File: config.mk
export PLATFORM = sky130hd
export DESIGN_NAME = hamming_secded_pipeline
export DESIGN_NICKNAME = d
export VERILOG_FILES = /design/src/rtl/hamming_secded_pipeline_pkg.sv /design/src/rtl/hamming_secded_pipeline_syndrome.sv /design/src/rtl/hamming_secded_pipeline.sv
export SDC_FILE = /design/constraint.sdc
export NUM_CORES = 1
export LEC_CHECK = 0
export BUFFER_PORTS_ARGS = -buffer_cell sky130_fd_sc_hd__buf_4
export CAP_MARGIN = 20
export CORE_MARGIN = 4
export CORE_UTILIZATION = 31
export DETAILED_ROUTE_END_ITERATION = 16
export SETUP_SLACK_MARGIN = 0.05
export SLEW_MARGIN = 25
export SYNTH_ARGS = -nofsm -noshare
export SYNTH_HDL_FRONTEND = slang
export SYNTH_SLANG_ARGS = --single-unit
export TNS_END_PERCENT = 50
File: constraint.sdc
create_clock -name reloj -period 5.2 [get_ports reloj]
set_input_delay 0.52 -clock reloj [delete_from_list [all_inputs] [get_ports reloj]]
set_output_delay 0.52 -clock reloj [all_outputs]
set_load 0.05 [all_outputs]
File: src/rtl/hamming_secded_pipeline_pkg.sv
// Shared definitions for the Hamming (7,4) + overall-parity SECDED pipeline:
// widths, codeword bit positions, codeword type and the encoder.
package hamming_secded_pipeline_pkg;

    localparam int DATA_W = 4;
    localparam int CODE_W = 8;

    // Codeword layout: {d4, d3, d2, p4, d1, p2, p1, p0}
    localparam int POS_P0 = 0;
    localparam int POS_P1 = 1;
    localparam int POS_P2 = 2;
    localparam int POS_D1 = 3;
    localparam int POS_P4 = 4;
    localparam int POS_D2 = 5;
    localparam int POS_D3 = 6;
    localparam int POS_D4 = 7;

    typedef logic [CODE_W-1:0] codeword_t;

    // Build the even-parity SECDED codeword for one data nibble (d1 = bit 0).
    function automatic codeword_t encode(input logic [DATA_W-1:0] d);
        codeword_t cw;
        cw         = '0;
        cw[POS_D1] = d[0];
        cw[POS_D2] = d[1];
        cw[POS_D3] = d[2];
        cw[POS_D4] = d[3];
        cw[POS_P1] = d[0] ^ d[1] ^ d[3];
        cw[POS_P2] = d[0] ^ d[2] ^ d[3];
        cw[POS_P4] = d[1] ^ d[2] ^ d[3];
        cw[POS_P0] = ^cw[CODE_W-1:1];
        return cw;
    endfunction

endpackage

File: src/rtl/hamming_secded_pipeline_syndrome.sv
// Combinational syndrome and overall-parity evaluation of an 8-bit codeword.
module hamming_syndrome
    import hamming_secded_pipeline_pkg::*;
(
    input  logic [CODE_W-1:0] word_i,
    output logic              s1_o,
    output logic              s2_o,
    output logic              s3_o,
    output logic              st_o
);

    // Each syndrome bit covers the positions whose index has that bit set.
    always_comb begin
        s1_o = word_i[1] ^ word_i[3] ^ word_i[5] ^ word_i[7];
        s2_o = word_i[2] ^ word_i[3] ^ word_i[6] ^ word_i[7];
        s3_o = word_i[4] ^ word_i[5] ^ word_i[6] ^ word_i[7];
        st_o = ^word_i;
    end

endmodule

File: src/rtl/hamming_secded_pipeline.sv
// Two-stage SECDED pipeline: stage 1 encodes the data word and captures the
// received codeword; stage 2 captures the corrected word and error flags.
module hamming_secded_pipeline
    import hamming_secded_pipeline_pkg::*;
(
    input  logic              reloj,
    input  logic              rst,
    input  logic [DATA_W-1:0] dato_entrada,
    input  logic [CODE_W-1:0] dato_error,
    output logic [CODE_W-1:0] palabra,
    output logic [CODE_W-1:0] recibido,
    output logic              s1,
    output logic              s2,
    output logic              s3,
    output logic              st,
    output logic              error_simple,
    output logic              error_doble,
    output logic [DATA_W-1:0] corregido,
    output logic [CODE_W-1:0] palabra_corregida,
    output logic              simplerror_detectado,
    output logic              doblerror_detectado,
    output logic              led_doblerror
);

    codeword_t         palabra_q, recibido_q;
    codeword_t         palabra_corregida_q, palabra_corregida_d;
    logic [DATA_W-1:0] corregido_q, corregido_d;
    logic              simple_q, doble_q, led_q;
    logic [2:0]        syndrome;

    // ---- stage 1: encode input data, capture received codeword ----
    // Input register stage.
    always_ff @(posedge reloj or posedge rst) begin
        if (rst) begin
            palabra_q  <= '0;
            recibido_q <= '0;
        end else begin
            palabra_q  <= encode(dato_entrada);
            recibido_q <= dato_error;
        end
    end

    hamming_syndrome u_syndrome (
        .word_i (recibido_q),
        .s1_o   (s1),
        .s2_o   (s2),
        .s3_o   (s3),
        .st_o   (st)
    );

    assign syndrome     = {s3, s2, s1};
    assign error_simple = st;
    assign error_doble  = ~st & (syndrome != 3'd0);

    // Flip the bit named by the syndrome only on a single error; a zero
    // syndrome with odd parity means p0 itself is the bad bit.
    always_comb begin
        palabra_corregida_d = recibido_q;
        if (error_simple) begin
            palabra_corregida_d[syndrome] = ~recibido_q[syndrome];
        end
        corregido_d = {palabra_corregida_d[POS_D4], palabra_corregida_d[POS_D3],
                       palabra_corregida_d[POS_D2], palabra_corregida_d[POS_D1]};
    end

    // ---- stage 2: corrected word and classification flags ----
    // Output register stage.
    always_ff @(posedge reloj or posedge rst) begin
        if (rst) begin
            palabra_corregida_q <= '0;
            corregido_q         <= '0;
            simple_q            <= 1'b0;
            doble_q             <= 1'b0;
            led_q               <= 1'b0;
        end else begin
            palabra_corregida_q <= palabra_corregida_d;
            corregido_q         <= corregido_d;
            simple_q            <= error_simple;
            doble_q             <= error_doble;
            led_q               <= error_doble;
        end
    end

    assign palabra              = palabra_q;
    assign recibido             = recibido_q;
    assign palabra_corregida    = palabra_corregida_q;
    assign corregido            = corregido_q;
    assign simplerror_detectado = simple_q;
    assign doblerror_detectado  = doble_q;
    assign led_doblerror        = led_q;

endmodule

Yosys cells after proc, flatten, opt, wreduce, memory -nomap -nowiden. Cells that the tools add are included.

Output and inout port bits: 37. Input port bits: 14. Flip-flop bits (word level): 30.

Bitwise gates (word level): 18. Reductions and logical operators: 4. Magnitude comparators: 2. Mux-type cells: 6.

Operators by type and width (count): 1-bit XOR (15); 8-bit bitwise mux (1); 8-bit 2-to-1 mux (1); 8-bit parity (1); 7-bit parity (1); 3-bit by 4-bit less-than comparator with 1-bit output (second input constant) (1); 1-bit binary-select mux with 3-bit select (1); 1-bit demux with 3-bit select (1); 3-bit by 1-bit >= comparator with 1-bit output (second input constant) (1); 3-bit nonzero test (1); 1-bit 2-to-1 mux (2); 1-bit NOT (2); 1-bit bitwise AND (1); 1-bit logical AND (1).

Depth between registers and ports, before layout.
Depth in word-level cells: 9. Depth in mapped cells: 7. Mapped depth without buffers: 6.

By module. A second synthesis with hierarchy kept.

Cells, all modules: 69. Area total of the unflattened synthesis: 1023.5 um^2.

By module, submodules not included: hamming_secded_pipeline (instances 1, cells each 58, area each 927.1 um^2); hamming_syndrome (instances 1, cells each 11, area each 96.3 um^2).

Worst setup path after synthesis. No wires, ideal clock.

Kind: reg2out. From: reg recibido_q[5] (netlist: recibido[5]). To: out error_doble. Slack: 2.333 ns. Arrival time: 2.347 ns. Stages on the path, launching flop included: 7. Path buffers: 1. Cells stage by stage: dfrtp_1 buf_4 xnor2_1 nor2_1 a21oi_1 nand2_1 mux2i_1.

Cells in the longest elaborated chain, start to end: 5.

RTL lines: from (decl) (RTL line hamming_secded_pipeline.sv:25) `codeword_t palabra_q, recibido_q;`; from (signal assigned) (RTL line hamming_secded_pipeline.sv:39) `recibido_q <= dato_error;`; 1-bit XOR (3 in a row) (RTL line hamming_secded_pipeline_syndrome.sv:16) `s3_o = word_i[4] ^ word_i[5] ^ word_i[6] ^ word_i[7];`; 3-bit nonzero test (RTL line hamming_secded_pipeline.sv:53) `assign error_doble = ~st & (syndrome != 3'd0);`; 1-bit bitwise AND * (RTL line hamming_secded_pipeline.sv:53); to (decl) (RTL line hamming_secded_pipeline.sv:17) `output logic error_doble,`.

Every way passes the cells marked *; elsewhere a longest branch is shown, timed or not.

Worst setup path after layout. Same ends and word-level chain as after synthesis.

==> metrics list <==
- The flow ran to the end, and the final reports show no timing, DRC or antenna violations.
* Total of fill cells in the finished design: 411
* Antenna violations before repair: 0
* Fin util: 43.1%
- Post-layout min period: 2.62 ns
* Vias per std cell: about 4.6
* DRT antenna net count: 0
- Flip-flop and latch count after synthesis: 26
- Data arrival time of the critical path: approximately 2.1 ns
* Maximum fanout encountered on the critical timing path: 14
- Commonest cells in the synthesized netlist: 26 x dfrtp_1, 19 x xnor2_1, 14 x nor2_1
* WL/cell: 14.0 microns
- Post-CTS setup repair buffer count: 0
- The mapped netlist covers 1360 sq um.
- Final period utilization: 50.4%
- Hold crit path type: input port to asynchronous set/reset pin
* Seq. cell area: between 600 and 700 sq um
* Crit path capture type: output port
- Count of clock tree sinks: 26
- Root Buffer Master: clkbuf_8
* Chip height: 74.2 microns
* Initial DRC Count: 52
* Post-DP HPWL: 2390 microns
- Top Ports: 51
- The hold violation count in the final report came to 0.
- Before antenna repair, the detailed router went through 4 iterations.
- Die Width: 74.2 microns
- TritonCTS clock tree: yes
- Clock-pin slew of the registers on the worst-case setup and hold paths: 0.09 ns
* Clock H-tree levels: 1
- Deepest clock path buffer count: 2
- Share of synthesized registers carrying an async set or reset: 100%
- Leading register cell type out of synthesis: dfrtp_1
- Library cell with the largest summed area after synthesis: dfrtp_1
- Counting cells, the worst reg-to-reg path comes to 5.
* Post-synthesis area per instance: 11.0 sq um
* Headroom to the max-slew limit: 42.3%
- The initialized floorplan defines 23 standard-cell rows.
* Crit Path Category: flop to output port
- The final layout contains 180 nets.
- Number of distinct library cells after synthesis: 33
- Across all register-to-register paths, the minimum setup slack is 3.09 ns.
- Setup violations remaining at the end of the flow were counted as 0.
- From synthesis to final layout, the design area changed by 30.4%.
- Effective utilization at floorplan: 33.0%
* Pleak: about 0.81 nW
- The Yosys step of the flow raised 0 warnings.
- STA classifies the critical path startpoint as a flop.
- Timing would allow up to 0.381 GHz.
- In this run the biggest area consumer among cell types represents 47.9% of the synthesized area.
- Routed via count: 998
- The endpoint identified for the worst register-to-register timing path is palabra_corregida[4].
- Clock tree synthesis inserted a total of 3 buffers.
- IR Drop Worst-Case VDD: 0.144 mV
- Power density of the placed cells: 392 nW/um^2
* # Max-Cap Violations: 0
- Synthesis produced 124 cells.
- The final number of max-transition violations was 0.
- Global routing used 11.4% of the available tracks across all layers.
* DRC errors left: 0
- Entering global routing, the biggest net connects 27 pins.
- Startpoint of the most critical setup path: recibido[5]
- Transition at the pin with the smallest max-transition slack: 0.861 ns
- Setup repair after global routing left no endpoint under its margin.
- Top cells by area in the synthesized netlist: dfrtp_1 48%, xnor2_1 12%, mux2_2 5.8%
- CTS Hold Buffers Added: 0
* Proportion of synthesized chip area in sequential cells: 47.9%
- Final Wtd Congestion: 0.848
* Vias in the first global route: 1020
* Antenna fix cells: 0
- For the final routed database, the setup TNS stands at 0 ns.
* Instance area at placement: 1700 sq um
* Floorplan core area: 4120 sq um
- The multi-input combinational cells in the finished layout cover a total of 601 sq um.
- The floorplan step defined a die boundary enclosing roughly 5500 sq um.
- Hold WS: 0.320 ns
- Final worst clock skew: 0.00380 ns
- Global routing finished with a remaining overflow of 0.
- In this run, post-CTS repair resized a total of 0 instances.
* Worst path required time: around 4.7 ns
* Startpoint of the most critical register-to-register path: recibido[3]
- Count of flip-flops with a built-in enable after synthesis: 0
* I/O Buffers: 50
- Yosys instantiated no cell more often than dfrtp_1.
- Insertion delay to the later sink of the worst-skew pair: 0.27 ns
- The first global-routing pass estimated 4920 microns of wire.
* Net Count, Synth: 138
- Share of layout cells above drive strength 1: 40.0%
* Total wire length: between 3000 and 4000 microns
- After routing the design area is 1770 sq um.
-- per-stage QoR --
stage	total power, mW	worst slack (ns)	instances
2_1_floorplan	0.462	2.33	124
3_3_place_gp	0.532	2.95	211
3_5_place_dp	0.536	2.90	211
4_1_cts	0.703	2.58	215
5_1_grt	0.724	2.36	215
6_report	0.694	2.58	215
-- final cells by class --
cell class	count	share of cell area (%)
clock inverter	1	1.69
tap	50	3.53
sequential	26	36.7
clock buffer	3	2.33
multi-input combinational	82	33.9
inverter	3	0.636
timing repair buffer	50	21.2
-- cell families after synthesis --
kind of cell              after synthesis  synth area share (%)
xor gates and xnor gates               25                  16.7
and+or+nand+nor                        33                  12.2
muxes                                   9                  7.37
DFF                                    26                  47.9
buffers and inverters                  16                  7.92
AOI/OAI and AO/OA                      15                  7.92
-- worst max path at each step --
stage | cells past startpoint | endpoint
detailed placement | 6 | error_doble
floorplan | 6 | error_doble
global route | 6 | error_doble
global placement | 6 | error_simple
finish | 6 | error_doble
CTS | 6 | error_doble
-- state kept, by name, summed over array words and instances, names as in the netlist --
signal                count
simplerror_detectado      1
palabra_corregida         7
corregido                 1
doblerror_detectado       1
palabra                   8
recibido                  8
-- critical path, stage by stage, from the launching register on --
cell     delay, ns
dfrtp_1       0.55
xnor2_1       0.41
nor2_1        0.12
a21oi_1       0.25
nand2_1       0.08
mux2i_1       0.19
buf_4         0.23
-- metal layers --
layer	share of wire [%]	up-vias	wire length (microns)	global-route usage, %
met3	7.2	2	215	3.24
met5	0	-	0	0
met4	1.0	0	31	2.41
met1	42	469	1260	14.1
met2	50	35	1490	19.9
li1	-	492	-	-
-- cells in the final DEF, fill, tap and decap left out, types with 2 or more instances in the layout --
| cell | netlist | routed |
|---|---|---|
| nand2_1 | 5 | 5 |
| a21oi_1 | 4 | 4 |
| a211oi_1 | 2 | 2 |
| nor2_1 | 14 | 14 |
| and3_1 | 5 | 5 |
| xnor2_1 | 19 | 19 |
| nor3_1 | 2 | 2 |
| xor2_1 | 5 | 5 |
| dfrtp_1 | 26 | 26 |
| or3_1 | 2 | 2 |
| clkbuf_8 | 0 | 3 |
| mux2_2 | 7 | 7 |
| buf_4 | 10 | 50 |
-- where the power goes --
part | internal, mW | leakage, nW | switching [mW]
clock | 0.103 | 0.0357 | 0.0614
sequential | 0.222 | 0.304 | 0.0173
combinational | 0.0899 | 0.473 | 0.201
total | 0.415 | 0.813 | 0.279
Power figures use the tool's default switching activity.
